<file path="src/rtl/fetch_queue_if.sv">
// rtl/fetch_queue_if.sv - fetch-to-decode instruction queue handshake bundle
interface fetch_queue_if #(
  parameter int ARQ              = 16,
  parameter int MEMORY_ADDR_SIZE = 13,
  parameter int DEPTH            = 4
);
  localparam int CW = $clog2(DEPTH) + 1;

  logic [ARQ-1:0]              in_instr;
  logic [MEMORY_ADDR_SIZE-1:0] in_pc;
  logic                        in_valid;
  logic                        pc_en;
  logic                        flush;
  logic [ARQ-1:0]              out_instr;
  logic [MEMORY_ADDR_SIZE-1:0] out_pc;
  logic                        out_valid;
  logic                        out_ready;
  logic [CW-1:0]               count;

  // fetch/decode side: drives instructions in and acceptance out
  modport master (
    output in_instr, in_pc, in_valid, flush, out_ready,
    input  pc_en, out_instr, out_pc, out_valid, count
  );

  // queue side
  modport slave (
    input  in_instr, in_pc, in_valid, flush, out_ready,
    output pc_en, out_instr, out_pc, out_valid, count
  );
endinterface

</file>
<file path="src/rtl/fetch_queue.sv">
// rtl/fetch_queue.sv - DEPTH-entry FIFO of {instr, pc} between fetch and decode
module fetch_queue #(
  parameter int ARQ              = 16,
  parameter int MEMORY_ADDR_SIZE = 13,
  parameter int DEPTH            = 4
) (
  input logic            clk,
  input logic            rst,
  fetch_queue_if.slave   bus
);
  localparam int PW = $clog2(DEPTH);
  localparam logic [PW:0] FULL_CNT = (PW+1)'(DEPTH);

  logic [ARQ-1:0]              instr_mem [DEPTH];
  logic [MEMORY_ADDR_SIZE-1:0] pc_mem    [DEPTH];
  logic [PW-1:0]               wr_ptr;
  logic [PW-1:0]               rd_ptr;
  logic [PW:0]                 cnt;
  logic                        wr_en;
  logic                        rd_en;

  // Full blocks fetch regardless of decode readiness: no bypass path when full.
  assign bus.pc_en     = (cnt < FULL_CNT);
  assign bus.out_valid = (cnt != '0);
  assign bus.count     = cnt;

  // Flush kills both same-cycle events so nothing leaks across a taken branch.
  assign wr_en = bus.in_valid & bus.pc_en & ~bus.flush;
  assign rd_en = bus.out_valid & bus.out_ready & ~bus.flush;

  // Head entry is shown combinationally; zeros when nothing is held.
  assign bus.out_instr = bus.out_valid ? instr_mem[rd_ptr] : '0;
  assign bus.out_pc    = bus.out_valid ? pc_mem[rd_ptr]    : '0;

  // Storage is not cleared; pointers and count alone define which entries are live.
  always_ff @(posedge clk) begin
    if (wr_en) begin
      instr_mem[wr_ptr] <= bus.in_instr;
      pc_mem[wr_ptr]    <= bus.in_pc;
    end
  end

  // Pointer and occupancy bookkeeping; pointers wrap by natural overflow.
  always_ff @(posedge clk or negedge rst) begin
    if (!rst) begin
      wr_ptr <= '0;
      rd_ptr <= '0;
      cnt    <= '0;
    end else if (bus.flush) begin
      wr_ptr <= '0;
      rd_ptr <= '0;
      cnt    <= '0;
    end else begin
      if (wr_en) wr_ptr <= wr_ptr + PW'(1);
      if (rd_en) rd_ptr <= rd_ptr + PW'(1);
      case ({wr_en, rd_en})
        2'b10:   cnt <= cnt + (PW+1)'(1);
        2'b01:   cnt <= cnt - (PW+1)'(1);
        default: cnt <= cnt;
      endcase
    end
  end
endmodule

</file>
<file path="src/flat_wrapper.sv">
// flat-port wrapper written by rule: the top's interface ports become plain ports
module fetch_queue_flat 
#(
  parameter int ARQ              = 16,
  parameter int MEMORY_ADDR_SIZE = 13,
  parameter int DEPTH            = 4
)
  (clk, rst, bus_in_instr, bus_in_pc, bus_in_valid, bus_flush, bus_out_ready, bus_pc_en, bus_out_instr, bus_out_pc, bus_out_valid, bus_count);
  fetch_queue_if #(.ARQ(ARQ), .MEMORY_ADDR_SIZE(MEMORY_ADDR_SIZE), .DEPTH(DEPTH)) bus_i ();
  input logic clk;
  input logic rst;
  input wire logic [$bits(bus_i.in_instr)-1:0] bus_in_instr;
  input wire logic [$bits(bus_i.in_pc)-1:0] bus_in_pc;
  input wire logic [$bits(bus_i.in_valid)-1:0] bus_in_valid;
  input wire logic [$bits(bus_i.flush)-1:0] bus_flush;
  input wire logic [$bits(bus_i.out_ready)-1:0] bus_out_ready;
  output wire logic [$bits(bus_i.pc_en)-1:0] bus_pc_en;
  output wire logic [$bits(bus_i.out_instr)-1:0] bus_out_instr;
  output wire logic [$bits(bus_i.out_pc)-1:0] bus_out_pc;
  output wire logic [$bits(bus_i.out_valid)-1:0] bus_out_valid;
  output wire logic [$bits(bus_i.count)-1:0] bus_count;
  assign bus_i.in_instr = bus_in_instr;
  assign bus_i.in_pc = bus_in_pc;
  assign bus_i.in_valid = bus_in_valid;
  assign bus_i.flush = bus_flush;
  assign bus_i.out_ready = bus_out_ready;
  assign bus_pc_en = bus_i.pc_en;
  assign bus_out_instr = bus_i.out_instr;
  assign bus_out_pc = bus_i.out_pc;
  assign bus_out_valid = bus_i.out_valid;
  assign bus_count = bus_i.count;
  fetch_queue #(.ARQ(ARQ), .MEMORY_ADDR_SIZE(MEMORY_ADDR_SIZE), .DEPTH(DEPTH)) u_core (.clk(clk), .rst(rst), .bus(bus_i));
endmodule
</file>
<file path="config.mk">
export PLATFORM = sky130hd
export DESIGN_NAME = fetch_queue_flat
export DESIGN_NICKNAME = d
export VERILOG_FILES = /design/src/rtl/fetch_queue_if.sv /design/src/rtl/fetch_queue.sv /design/src/flat_wrapper.sv
export SDC_FILE = /design/constraint.sdc
export NUM_CORES = 1
export LEC_CHECK = 0
export BUFFER_PORTS_ARGS = -buffer_cell sky130_fd_sc_hd__buf_4
export CAP_MARGIN = 20
export CORE_MARGIN = 3
export CORE_UTILIZATION = 57
export DETAILED_ROUTE_END_ITERATION = 12
export GPL_ROUTABILITY_DRIVEN = 0
export PLACE_DENSITY = 0.79
export SLEW_MARGIN = 30
export SYNTH_ARGS = -nofsm -noshare
export SYNTH_HDL_FRONTEND = slang
export SYNTH_SLANG_ARGS = --single-unit
</file>
<file path="constraint.sdc">
create_clock -name clk -period 2.6 [get_ports clk]
set_clock_uncertainty 0.15 [all_clocks]
set_input_delay 0.13 -clock clk [delete_from_list [all_inputs] [get_ports clk]]
set_output_delay 0.13 -clock clk [all_outputs]
set_load 0.01 [all_outputs]
</file>
Word level (Yosys, flattened, before mapping):

Memories as Yosys holds them, arrays and structs flattened.
Cells that the tools add are included.

* bits in writable memories: 116
* logic and storage cells: 31
* memories: 2
* register bits: 7

Memory list
* u_core.instr_mem: depth 4, width 16, rd ports 1, clocked after Yosys merged registers in 0, wr ports 1, RTL line fetch_queue.sv:14 `logic [ARQ-1:0] instr_mem [DEPTH];`
* u_core.pc_mem: depth 4, width 13, rd ports 1, clocked after Yosys merged registers in 0, wr ports 1, RTL line fetch_queue.sv:15 `logic [MEMORY_ADDR_SIZE-1:0] pc_mem [DEPTH];`

* equality and inequality tests: 2
* multiplexer cells: 10
* bitwise operators: 5
* reduce and logical (&&, ||, !) cells: 4
* order comparisons: 1
* add/sub/neg operators: 4

Operator list (count)
* 16-bit two-way mux: 1
* 13-bit two-way mux: 1
* 2-bit two-way mux: 4
* 3-bit one-hot mux with 2 select lines: 1
* 3-bit nonzero test: 2
* 2-bit by 1-bit adder with 2-bit output, second input constant: 2
* 1-bit bitwise AND: 4
* 2-bit nonzero test: 2
* 3-bit by 1-bit adder with 3-bit output, second input constant: 1
* 3-bit less-than comparator, second input constant: 1
* 3-bit two-way mux: 1
* 3-bit by 1-bit subtractor with 3-bit output, second input constant: 1
* 2-bit by 1-bit equality test with 1-bit output, second input constant: 1
* 2-bit equality test, second input constant: 1
* 1-bit two-way mux: 2
* 1-bit NOT: 1

Logic depth before layout (Yosys ltp):

* depth after elaboration: 6
* gate-level depth with buffers: 6
* gate-level depth less buffers: 6

Worst setup path before layout:

No wires, ideal clock.

* kind: register to register
* from: register u_core.cnt[0], in the netlist u_core.bus.count[0]
* to: register u_core.cnt[2], in the netlist u_core.bus.count[2]
* setup slack: 259 ps
* path buffers: 0
* setup time: 82 ps
* required time: 2368 ps
* arrival: 2109 ps
* cell stages (with the launch flop): 7
* cell sequence: dfrtp_1 or3_4 nand2_4 nor3_1 fa_1 or4_1 a31oi_1

* longest elaborated chain between the ends: 6

Ends and longest elaborated chain
* start: declaration: RTL line fetch_queue.sv:18 `logic [PW:0] cnt;`
* start signal: assignment: RTL line fetch_queue.sv:57 `2'b10: cnt <= cnt + (PW+1)'(1);`
* start signal: assignment: RTL line fetch_queue.sv:58 `2'b01: cnt <= cnt - (PW+1)'(1);`
* start signal: assignment: RTL line fetch_queue.sv:59 `default: cnt <= cnt;`
* 3-bit less-than comparator or 3-bit nonzero test (tied branches): RTL line fetch_queue.sv:23, fetch_queue.sv:24
* 1-bit bitwise AND (on tied branches) (2 in series): RTL line fetch_queue.sv:28, fetch_queue.sv:29
* 2-bit by 1-bit equality test with 1-bit output or 2-bit equality test (tied branches): RTL line fetch_queue.sv:56 `case ({wr_en, rd_en})`
* 3-bit one-hot mux with 2 select lines: RTL line fetch_queue.sv:56
* 3-bit two-way mux: RTL line fetch_queue.sv:49 `end else if (bus.flush) begin`

Several ways; a longest one is shown, not always the timed one.
A chain may end at the register's enable or synchronous reset.

Worst setup path after layout:

* from: register u_core.cnt[1], in the netlist u_core.bus.count[1]
* to: register u_core.cnt[2], in the netlist u_core.bus.count[2]

Same word-level chain as after synthesis.

==> results.sh <==
export IMPL_status="complete, no violations"
export IMPL_peakVddDrop_uv=611
export IMPL_cts_buffers_inserted=17
export IMPL_grt_total_usage_pct=21.1
export IMPL_post_cts_buffers=0
export IMPL_cp_arrival_ns=2.59
export IMPL_rows=33
export IMPL_drtPass1Iterations=4
export IMPL_slew_viol_final=0
export IMPL_areaGrowthSynthToFinish_pct=34.0
export IMPL_clk_latency_ns=0.50
export IMPL_ys_ff_latch=123
export IMPL_drc=0
export IMPL_fp_dieH_um=98.5
export IMPL_start_util_pct=59.0
export IMPL_cts_buffer_depth=2
export IMPL_cts_clk_slew_worst_paths_ns=0.06
export IMPL_fin_tns_setup_ns=0
export IMPL_hold_viol=0
export IMPL_holdWs_ns=0.220
export IMPL_rsz0062_at_grt="false"
export IMPL_grt_start_max_net_pins=32
export IMPL_ant_nets=0
export IMPL_dp_cells=410
export IMPL_worst_setup_path_type="reg -> reg"
export IMPL_synth_area_leader_cell="edfxtp_1"
export IMPL_synth_warnings=0
export IMPL_cts_sinks=123
export IMPL_synthTopCellsByArea="edfxtp_1 71%, mux4_2 13%, and2_1 4.2%"
export IMPL_ios=68
export IMPL_cts_tree="yes"
export IMPL_synth_nets=279
export IMPL_vias=2618
export IMPL_regArea_um2=3660
export IMPL_drt_iter0_markers=125
export IMPL_post_cts_resized=0
export IMPL_p_leak_nw=2.34
export IMPL_max_cap_viol_count=0
export IMPL_cp_start_kind="register"
export IMPL_antenna_found_initial=0
export IMPL_fmaxAchievable_ghz=0.432
export IMPL_min_path_type="in -> reg"
export IMPL_postSynthAreaPerCell_um2=20.3
export IMPL_cts_root_buf="clkbuf_8"
export IMPL_cp_max_fo=6
export IMPL_period_minus_slack_ns=2.31
export IMPL_grt_pass1_wl_um=15100
export IMPL_slew_headroom_pct=70.5
export IMPL_final_cells=476
export IMPL_cts_hold_buf=35
export IMPL_synth_top_area_share_pct=71.5
export IMPL_wl_per_cell_um=19.4
export IMPL_end_kind="register"
export IMPL_ys_types=26
export IMPL_nets=398
export IMPL_portBuffers=67
export IMPL_die_w_um=98.5
export IMPL_core_um2=8260
export IMPL_total_power_mw=5.24
export IMPL_ctsHtreeMaxLevel=4
export IMPL_yosysSeqAreaShare_pct=75.1
export IMPL_syn_area_um2=4870
export IMPL_fillCellCount=426
export IMPL_multi_input_area_um2=1150
export IMPL_n_antenna_cell=0
export IMPL_grt_overflow_total=0
export IMPL_via_per_inst=5.50
export IMPL_dp_hpwl_um=5120
export IMPL_finalCoreUtilization_pct=79.1
export IMPL_tightest_slew_ns=0.442
export IMPL_routed_wl_um=9250
export IMPL_grt_pass1_vias=2905
export IMPL_fin_crit_sh_pct=88.9
export IMPL_drive_gt1_share_pct=38.5
export IMPL_finalSetupViolations=0
export IMPL_synth_cells=240
export IMPL_cp_required_ns=2.88
export IMPL_die_area_um2=9700
export IMPL_p_per_area_nw_per_um2=802
export IMPL_r2r_setup_slack_ns=0.29
==> synthesized netlist by cell type <==
cell,instances
edfxtp_1,116
and2_1,33
mux4_2,29
clkbuf_1,7
dfrtp_1,7
nor2_1,7
ha_1,4
inv_1,4
o21ai_0,4
buf_4,3
mux2i_1,3
nand2_1,3
nand3_1,3
xor2_1,3
a21oi_1,2
nand2b_1,2
a221oi_1,1
a31oi_1,1
buf_2,1
fa_1,1
nand2_4,1
nor2b_1,1
nor3_1,1
or3_4,1
or4_1,1
xnor2_1,1
==> power by group <==
| group | switching (mW) | internal, mW | total, mW |
|---|---|---|---|
| registers | 0.0251 | 2.24 | 2.27 |
| clock network | 0.822 | 1.46 | 2.28 |
| logic | 0.318 | 0.374 | 0.692 |
==> cell type report <==
| type | count | area share [%] |
|---|---|---|
| Multi-Input combinational cell | 102 | 17.6 |
| Timing Repair Buffer | 111 | 15.1 |
| Sequential cell | 123 | 56.1 |
| Tap cell | 105 | 2.01 |
| Inverter | 4 | 0.230 |
| Clock buffer | 17 | 6.34 |
| Clock inverter | 14 | 2.66 |
==> worst max-delay path: stages (launching register included) <==
cell and delay (ns):
dfrtp_1 0.45, or3_4 0.38, nand2_4 0.10, nor3_1 0.06, fa_1 0.40, or4_1 0.52
a31oi_1 0.18
==> kinds of logic after synthesis <==
logic type      share of synthesized area (%)
buf+inv                                  1.41
simple gates                             6.42
xor+xnor                                0.719
flops                                    75.1
fa+ha+maj                                1.44
mux                                      14.0
compound gates                          0.924
==> layer usage <==
layer | part of all wire [%] | global-route usage (%)
met1 | 39 | 26.2
met2 | 55 | 35.9
met3 | 5.2 | 5.24
met4 | 1.1 | 8.93
met5 | 0 | 0
==> state kept, by name (all words and copies together) (netlist names) <==
name	cells
u_core.bus.count	3
u_core.instr_mem	64
u_core.pc_mem	52
u_core.rd_ptr	2
u_core.wr_ptr	2
==> placed cells by master (no fill, tap or decap), types with 3 or more instances in the layout <==
master / netlist / final
inv_1: 4 / 4
mux2i_1: 3 / 3
dfrtp_1: 7 / 6
clkinvlp_4: 0 / 4
buf_12: 0 / 5
edfxtp_1: 116 / 116
mux4_2: 29 / 29
o21ai_0: 4 / 4
clkinv_4: 0 / 4
xor2_1: 3 / 3
dlygate4sd3_1: 0 / 35
nand2_1: 3 / 3
and2_2: 0 / 4
nor2_1: 7 / 7
and2_1: 33 / 29
clkbuf_16: 0 / 16
ha_1: 4 / 4
bufinv_16: 0 / 3
nand3_1: 3 / 3
buf_4: 3 / 71
==> stage by stage <==
stage	area [um^2]	setup WS, ns
finish	6530	0.287
global route	6530	0.194
CTS	6530	0.247
detailed placement	5590	0.303
global placement	5590	0.356
floorplan	4870	0.259
==> final timing paths <==
check                                          from                endpoint  depth (start not counted)
max in group asynchronous                       rst        u_core.rd_ptr[0]                          3
worst max-delay path            u_core.bus.count[1]     u_core.bus.count[2]                          6
worst min-delay path                bus_in_instr[8]  u_core.instr_mem[3][8]                          2
worst max register to register  u_core.bus.count[1]     u_core.bus.count[2]                          6
min in group asynchronous                       rst     u_core.bus.count[0]                          3
worst min register to register     u_core.wr_ptr[1]        u_core.wr_ptr[1]                          2
Note: power is estimated with default switching activity, not from simulation.
